[src/rtl/cmsdk_mcu_ahb_slot_mux_pkg.sv]
// Shared encodings and constants for the AHB slot multiplexer and its default slave.
package cmsdk_mcu_ahb_slot_mux_pkg;

    localparam int MAX_SLOTS  = 16;
    localparam int SLOT_IDX_W = 4;

    localparam logic [1:0] HTRANS_IDLE   = 2'b00;
    localparam logic [1:0] HTRANS_BUSY   = 2'b01;
    localparam logic [1:0] HTRANS_NONSEQ = 2'b10;
    localparam logic [1:0] HTRANS_SEQ    = 2'b11;

    typedef enum logic [1:0] {
        DS_IDLE = 2'd0,
        DS_ERR1 = 2'd1,
        DS_ERR2 = 2'd2
    } ds_state_e;

endpackage

[src/rtl/cmsdk_mcu_ahb_default_slave.sv]
// Two-cycle AHB ERROR responder for active transfers that hit no mapped slot.
module cmsdk_mcu_ahb_default_slave
    import cmsdk_mcu_ahb_slot_mux_pkg::*;
(
    input  logic clk_i,
    input  logic rst_i,
    input  logic start_i,
    input  logic hready_i,
    output logic hreadyout_o,
    output logic hresp_o
);

    ds_state_e state_q, state_d;

    always_ff @(posedge clk_i) begin
        if (rst_i) state_q <= DS_IDLE;
        else       state_q <= state_d;
    end

    // start_i is already qualified with HREADY, so an error accepted in ERR2 chains straight into ERR1
    always_comb begin
        state_d = state_q;
        case (state_q)
            DS_IDLE: if (start_i) state_d = DS_ERR1;
            DS_ERR1: state_d = DS_ERR2;
            DS_ERR2: if (hready_i) state_d = start_i ? DS_ERR1 : DS_IDLE;
            default: state_d = DS_IDLE;
        endcase
    end

    assign hreadyout_o = (state_q != DS_ERR1);
    assign hresp_o     = (state_q != DS_IDLE);

endmodule

[src/rtl/cmsdk_mcu_ahb_slot_mux.sv]
// AHB slot decoder and response multiplexer with a default slave and sticky decode-error capture.
module cmsdk_mcu_ahb_slot_mux
    import cmsdk_mcu_ahb_slot_mux_pkg::*;
#(
    parameter int                   NUM_SLOTS   = 11,
    parameter logic [31:0]          BASEADDR    = 32'h4000_0000,
    parameter int                   SLOT_SHIFT  = 12,
    parameter logic [MAX_SLOTS-1:0] SLOT_ENABLE = 16'hFFFF
) (
    input  logic                    HCLK,
    input  logic                    HRESET,
    input  logic                    HSEL,
    input  logic [31:0]             HADDR,
    input  logic [1:0]              HTRANS,
    input  logic                    HREADY,
    output logic [NUM_SLOTS-1:0]    slv_hsel,
    input  logic [NUM_SLOTS-1:0]    slv_hreadyout,
    input  logic [32*NUM_SLOTS-1:0] slv_hrdata,
    input  logic [NUM_SLOTS-1:0]    slv_hresp,
    output logic                    HREADYOUT,
    output logic [31:0]             HRDATA,
    output logic                    HRESP,
    output logic                    err_valid,
    output logic [31:0]             err_addr,
    input  logic                    err_clr
);

    localparam logic [SLOT_IDX_W:0] NSLOTS_W = (SLOT_IDX_W+1)'(NUM_SLOTS);

    logic [SLOT_IDX_W-1:0] slot_idx;
    logic                  region_hit, hit, trans_active, err_req;

    assign trans_active = (HTRANS == HTRANS_NONSEQ) || (HTRANS == HTRANS_SEQ);
    assign slot_idx     = HADDR[SLOT_SHIFT+3:SLOT_SHIFT];
    assign region_hit   = HSEL && (HADDR[31:SLOT_SHIFT+4] == BASEADDR[31:SLOT_SHIFT+4]);
    assign hit          = region_hit && ({1'b0, slot_idx} < NSLOTS_W) && SLOT_ENABLE[slot_idx];
    assign err_req      = HSEL && !hit && trans_active && HREADY;

    for (genvar k = 0; k < NUM_SLOTS; k++) begin : g_hsel
        assign slv_hsel[k] = hit && (slot_idx == SLOT_IDX_W'(k));
    end

    logic                  dp_slot_q, dp_slot_d, dp_def_q, dp_def_d;
    logic [SLOT_IDX_W-1:0] dp_idx_q, dp_idx_d;

    always_comb begin
        dp_slot_d = dp_slot_q;
        dp_def_d  = dp_def_q;
        dp_idx_d  = dp_idx_q;
        if (HREADY) begin
            dp_slot_d = hit;
            dp_def_d  = err_req;
            dp_idx_d  = hit ? slot_idx : '0;
        end
    end

    always_ff @(posedge HCLK) begin
        if (HRESET) begin
            dp_slot_q <= 1'b0;
            dp_def_q  <= 1'b0;
            dp_idx_q  <= '0;
        end else begin
            dp_slot_q <= dp_slot_d;
            dp_def_q  <= dp_def_d;
            dp_idx_q  <= dp_idx_d;
        end
    end

    logic ds_hreadyout, ds_hresp;

    cmsdk_mcu_ahb_default_slave u_default_slave (
        .clk_i       (HCLK),
        .rst_i       (HRESET),
        .start_i     (err_req),
        .hready_i    (HREADY),
        .hreadyout_o (ds_hreadyout),
        .hresp_o     (ds_hresp)
    );

    logic [NUM_SLOTS-1:0][31:0] rdata_arr;
    assign rdata_arr = slv_hrdata;

    always_comb begin
        HREADYOUT = 1'b1;
        HRESP     = 1'b0;
        HRDATA    = 32'h0;
        if (dp_slot_q) begin
            HREADYOUT = slv_hreadyout[dp_idx_q];
            HRESP     = slv_hresp[dp_idx_q];
            HRDATA    = rdata_arr[dp_idx_q];
        end else if (dp_def_q) begin
            HREADYOUT = ds_hreadyout;
            HRESP     = ds_hresp;
        end
    end

    // A clear arriving with a new error lets the new error re-arm the flag with its own address
    logic        err_valid_q, err_valid_d, err_cap;
    logic [31:0] err_addr_q, err_addr_d;

    assign err_cap = err_req && (!err_valid_q || err_clr);

    always_comb begin
        err_valid_d = err_valid_q;
        err_addr_d  = err_addr_q;
        if (err_cap) begin
            err_valid_d = 1'b1;
            err_addr_d  = HADDR;
        end else if (err_clr) begin
            err_valid_d = 1'b0;
            err_addr_d  = 32'h0;
        end
    end

    always_ff @(posedge HCLK) begin
        if (HRESET) begin
            err_valid_q <= 1'b0;
            err_addr_q  <= 32'h0;
        end else begin
            err_valid_q <= err_valid_d;
            err_addr_q  <= err_addr_d;
        end
    end

    assign err_valid = err_valid_q;
    assign err_addr  = err_addr_q;

endmodule

[config.mk]
export PLATFORM = sky130hd
export DESIGN_NAME = cmsdk_mcu_ahb_slot_mux
export DESIGN_NICKNAME = d
export VERILOG_FILES = /design/src/rtl/cmsdk_mcu_ahb_slot_mux_pkg.sv /design/src/rtl/cmsdk_mcu_ahb_default_slave.sv /design/src/rtl/cmsdk_mcu_ahb_slot_mux.sv
export SDC_FILE = /design/constraint.sdc
export NUM_CORES = 1
export LEC_CHECK = 0
export ABC_AREA = 1
export ABC_CLOCK_PERIOD_IN_PS = 2000
export BUFFER_PORTS_ARGS = -buffer_cell sky130_fd_sc_hd__buf_2
export CORE_AREA = 2 2 192 194
export CTS_CLUSTER_DIAMETER = 150
export CTS_CLUSTER_SIZE = 28
export DETAILED_ROUTE_END_ITERATION = 8
export DIE_AREA = 0 0 194 196
export GPL_TIMING_DRIVEN = 0
export SYNTH_ARGS = -nofsm -noshare
export SYNTH_HDL_FRONTEND = slang
export SYNTH_SLANG_ARGS = --single-unit
[constraint.sdc]
create_clock -name HCLK -period 2 [get_ports HCLK]
set_input_delay 0 -clock HCLK [delete_from_list [all_inputs] [get_ports HCLK]]
set_output_delay 0 -clock HCLK [all_outputs]
set_load 0.01 [all_outputs]
==> impl_results.html <==
<table>
<tr><th>Metric</th><th>Value</th></tr>
<tr><th colspan="2">Status</th></tr>
<tr><td>Run status</td><td>finished, violations left</td></tr>
<tr><td>Failing checks</td><td>negative setup slack</td></tr>
<tr><th colspan="2">Synth</th></tr>
<tr><td>EDFF count, synth</td><td>0</td></tr>
<tr><td>Mean instance size in the synthesized netlist</td><td>5.65 sq um</td></tr>
<tr><td>Top post-synthesis cells by area</td><td>sky130_fd_sc_hd__nor2_1 (18%), sky130_fd_sc_hd__dfxtp_1 (15%), sky130_fd_sc_hd__o21ai_0 (10%), sky130_fd_sc_hd__o211ai_1 (9.3%), sky130_fd_sc_hd__nand3_1 (8.5%)</td></tr>
<tr><td>Post-synthesis cell type with the largest combined area</td><td>sky130_fd_sc_hd__nor2_1</td></tr>
<tr><td>Syn_nets</td><td>1381</td></tr>
<tr><td>Cell area after technology mapping</td><td>5470 sq um</td></tr>
<tr><td>Post-synthesis sequential area ratio</td><td>0.150</td></tr>
<tr><td>Post-synth top cells</td><td>sky130_fd_sc_hd__nor2_1 (263), sky130_fd_sc_hd__o21ai_0 (114), sky130_fd_sc_hd__nand3_1 (93)</td></tr>
<tr><td>Post-synthesis async set-or-reset flop share</td><td>0</td></tr>
<tr><td>FF+latch count, synth</td><td>41</td></tr>
<tr><td>Flip-flop cell with the highest count after synthesis</td><td>sky130_fd_sc_hd__dfxtp_1</td></tr>
<tr><td>Portion of synthesized cell area occupied by the leading cell type</td><td>0.180</td></tr>
<tr><td>Count of distinct cell types in the synthesized netlist</td><td>31</td></tr>
<tr><td>Synthesis Warnings</td><td>0</td></tr>
<tr><td>Most instantiated library cell after synthesis</td><td>sky130_fd_sc_hd__nor2_1</td></tr>
<tr><td>Post-Synthesis Cells</td><td>968</td></tr>
<tr><th colspan="2">STA</th></tr>
<tr><td>Remaining max-slew budget at the tightest pin</td><td>0.537</td></tr>
<tr><td>Setup Total Neg Slack</td><td>-0.437 ns</td></tr>
<tr><td>Final Slew Violations</td><td>0</td></tr>
<tr><td>Maximum operating frequency</td><td>482 MHz</td></tr>
<tr><td>Unrepaired setup endpoints after global routing</td><td>true</td></tr>
<tr><td>Hold WS</td><td>0.0149 ns</td></tr>
<tr><td>Min cycle time layout</td><td>2.07 ns</td></tr>
<tr><td>Final Hold Vio Count</td><td>0</td></tr>
<tr><td>Worst Tran Pin Value</td><td>0.695 ns</td></tr>
<tr><td>Final worst setup slack</td><td>-0.0727 ns</td></tr>
<tr><td>Share of the clock period used by the worst path</td><td>1.04</td></tr>
<tr><td>Worst Clk Skew</td><td>0.0137 ns</td></tr>
<tr><td>Number of setup violations in the final report</td><td>15</td></tr>
<tr><th colspan="2">Routing</th></tr>
<tr><td>Avg WL per Cell</td><td>21.4 um</td></tr>
<tr><td>Mean number of vias per cell</td><td>4.76</td></tr>
<tr><td>Initial detailed-routing violation count</td><td>472</td></tr>
<tr><td>Count of unresolved DRC violations after routing</td><td>0</td></tr>
<tr><td>Routed wire length</td><td>42500 um</td></tr>
<tr><td>Antenna-violating nets left</td><td>0</td></tr>
<tr><td>Via total after detailed routing</td><td>9445</td></tr>
<tr><td>Count of TritonRoute iterations in the first routing pass</td><td>5</td></tr>
<tr><th colspan="2">Finish</th></tr>
<tr><td>Fillers</td><td>4122</td></tr>
<tr><td>Relative area change from synthesis to final layout</td><td>78.8%</td></tr>
<tr><td>Fin nets</td><td>1927</td></tr>
<tr><td>Final design instance area without fill</td><td>9790 sq um</td></tr>
<tr><td>Share of cells above drive strength 1</td><td>0.447</td></tr>
<tr><td>Post-route non-filler standard cell count</td><td>1986</td></tr>
<tr><th colspan="2">Worst setup path</th></tr>
<tr><td>Crit end category</td><td>primary output</td></tr>
<tr><td>Worst Path Max Fanout</td><td>7</td></tr>
<tr><td>Slowest stage cell, crit path</td><td>sky130_fd_sc_hd__dfxtp_2</td></tr>
<tr><td>CP top delay family</td><td>buffers and inverters</td></tr>
<tr><td>Critical setup path kind</td><td>reg2out</td></tr>
<tr><td>Max stage delay on crit path</td><td>0.34 ns</td></tr>
<tr><td>Kind of start point of the critical path</td><td>flip-flop</td></tr>
<tr><td>CP dominant cell by count</td><td>sky130_fd_sc_hd__buf_12</td></tr>
<tr><td>Buffers plus inverters on the worst setup path</td><td>6</td></tr>
<tr><td>Required time of the critical path</td><td>2.00 ns</td></tr>
<tr><td>Arrival time at the worst endpoint</td><td>2.07 ns</td></tr>
<tr><td>Crit path cell chain</td><td>buf_12 -&gt; clkinv_8 -&gt; buf_12 -&gt; buf_12 -&gt; buf_8 -&gt; o21ai_2 -&gt; o211ai_1 -&gt; nand3_2 -&gt; a21oi_2 -&gt; buf_2</td></tr>
<tr><th colspan="2">Global routing</th></tr>
<tr><td>GRT Total Usage</td><td>0.211</td></tr>
<tr><td>Antenna violations before repair</td><td>7</td></tr>
<tr><td>Global-route wire length before repair</td><td>60300 um</td></tr>
<tr><td>Via count of the first global-routing pass</td><td>9255</td></tr>
<tr><td>Maximum number of pins on one net before global-route repair</td><td>16</td></tr>
<tr><td>Aggregate global routing overflow</td><td>0</td></tr>
<tr><th colspan="2">Pwr</th></tr>
<tr><td>Cell area power density</td><td>256 nW/um^2</td></tr>
<tr><td>Static Leak</td><td>0.00453 uW</td></tr>
<tr><td>Total power draw</td><td>2500 uW</td></tr>
<tr><td>Peak VDD IR</td><td>0.719 mV</td></tr>
<tr><th colspan="2">Placement</th></tr>
<tr><td>Weighted congestion reported at the end of routability-driven placement</td><td>0.949</td></tr>
<tr><td>Port Buf Inserts</td><td>488</td></tr>
<tr><td>Number of placed cells counting well taps</td><td>1924</td></tr>
<tr><td>Detailed Place HPWL</td><td>34400 um</td></tr>
<tr><td>Post-DP Area</td><td>8500 sq um</td></tr>
<tr><th colspan="2">Clock tree</th></tr>
<tr><td>CTS H-Tree Depth</td><td>2</td></tr>
<tr><td>Number of buffers inserted during clock tree synthesis</td><td>5</td></tr>
<tr><td>TritonCTS clock tree</td><td>yes</td></tr>
<tr><td>Clock insertion delay at the later pin of the skew report</td><td>0.29 ns</td></tr>
<tr><td>Master cell of the clock root buffer</td><td>sky130_fd_sc_hd__clkbuf_16</td></tr>
<tr><td>Sinks on the clock net</td><td>41</td></tr>
<tr><td>Clock-pin slew reported for the worst setup and hold paths after clock tree synthesis</td><td>0.07 ns</td></tr>
<tr><td>Max Root-Sink Buffers</td><td>2</td></tr>
<tr><th colspan="2">Job</th></tr>
<tr><td># Max-Cap Violations</td><td>0</td></tr>
<tr><th colspan="2">Floorplan</th></tr>
<tr><td>Total Die Area</td><td>38000 sq um</td></tr>
<tr><td>Vertical die dimension</td><td>196 um</td></tr>
<tr><td>Io pins</td><td>491</td></tr>
<tr><td>Placeable core region</td><td>36100 sq um</td></tr>
<tr><td>Standard-cell rows</td><td>70</td></tr>
<tr><td>Horizontal die dimension</td><td>194 um</td></tr>
<tr><td>Initial cell density of the core</td><td>0.152</td></tr>
<tr><th colspan="2">Worst hold path</th></tr>
<tr><td>Hold crit path type</td><td>in2reg</td></tr>
</table>
-- what timing repair did --
action | CTS | global route
pin swaps | 52 | 46
setup endpoints to repair | 34 | 34
hold buffers | 23 | 0
resized for setup | 144 | 45
cloned | 5 | 0
hold endpoints to repair | 23 | 0
buffers inserted | 26 | 3
-- per-layer routing --
layer	global-route usage	part of all wire
met5	0	0.00016
met4	0.0513	0.023
met3	0.0297	0.068
met2	0.377	0.49
met1	0.266	0.42
-- worst reg2reg max path, cell delays in order (launching register included) --
cell	delay, ns
sky130_fd_sc_hd__dfxtp_1	0.31
sky130_fd_sc_hd__nand2_1	0.23
sky130_fd_sc_hd__clkbuf_1	0.42
sky130_fd_sc_hd__nand4_1	0.18
sky130_fd_sc_hd__a21oi_1	0.18
-- kinds of logic (layout without fill, tap and decap cells) --
logic type,Yosys count,after routing,share of synthesized area
buf+inv,114,661,0.125
flops,41,41,0.150
other cells,0,3,0
compound gates,349,349,0.351
simple gates,464,464,0.374
-- final timing paths --
path	end	start	slack (ns)	cells past startpoint
worst min register to register	u_default_slave.state_q[0]	u_default_slave.state_q[0]	0.47	1
worst min-delay path	err_addr[24]	HADDR[24]	0.01	3
worst max-delay path	HRDATA[25]	dp_idx_q[0]	-0.07	10
worst max register to register	err_addr[3]	err_valid	0.61	4
-- stage by stage --
stage / util / setup slack (ns)
2_1_floorplan: - / 0.729
3_3_place_gp: 0.236 / -0.395
3_5_place_dp: 0.236 / -0.376
4_1_cts: 0.269 / -0.123
5_1_grt: 0.271 / -0.149
6_report: 0.271 / -0.0727
-- layout make-up --
class                      count  area (sq um)  share of cell area
sequential                    41           826              0.0844
inverter                      15          76.3             0.00780
buffer                        95           916              0.0936
antenna                        3          7.51            0.000767
multi-input combinational    813          4120               0.421
clock buffer                   5           125              0.0128
tap                          468           586              0.0598
clock inverter                 3          25.0             0.00256
timing repair buffer         543          3100               0.317
-- power by group --
part / internal [uW] / switching [uW]
registers: 833 / 10.7
logic: 440 / 387
clock network: 469 / 365
-- flip-flops by register name, summed over array words and instances (netlist names) --
register and flops:
dp_def_q 1, dp_idx_q 4, err_valid 1, u_default_slave.state_q 2, err_addr 32, dp_slot_q 1
-- cell usage in the layout, fill, tap and decap left out, drive strengths merged --
master and instances:
dfxtp 41, diode 3, nand2 56, a21oi 76, inv 13, nor4 1, nand3 105, buf 577
clkinv 4, nor3 2, and2 1, nand4 32, nor2 266, a211oi 1, clkbuf 42, bufbuf 1
o211ai 68, dlygate4sd3 23, clkinvlp 1, nand3b 1, o21ai 204
No activity file was read; power rests on OpenSTA's default activity.
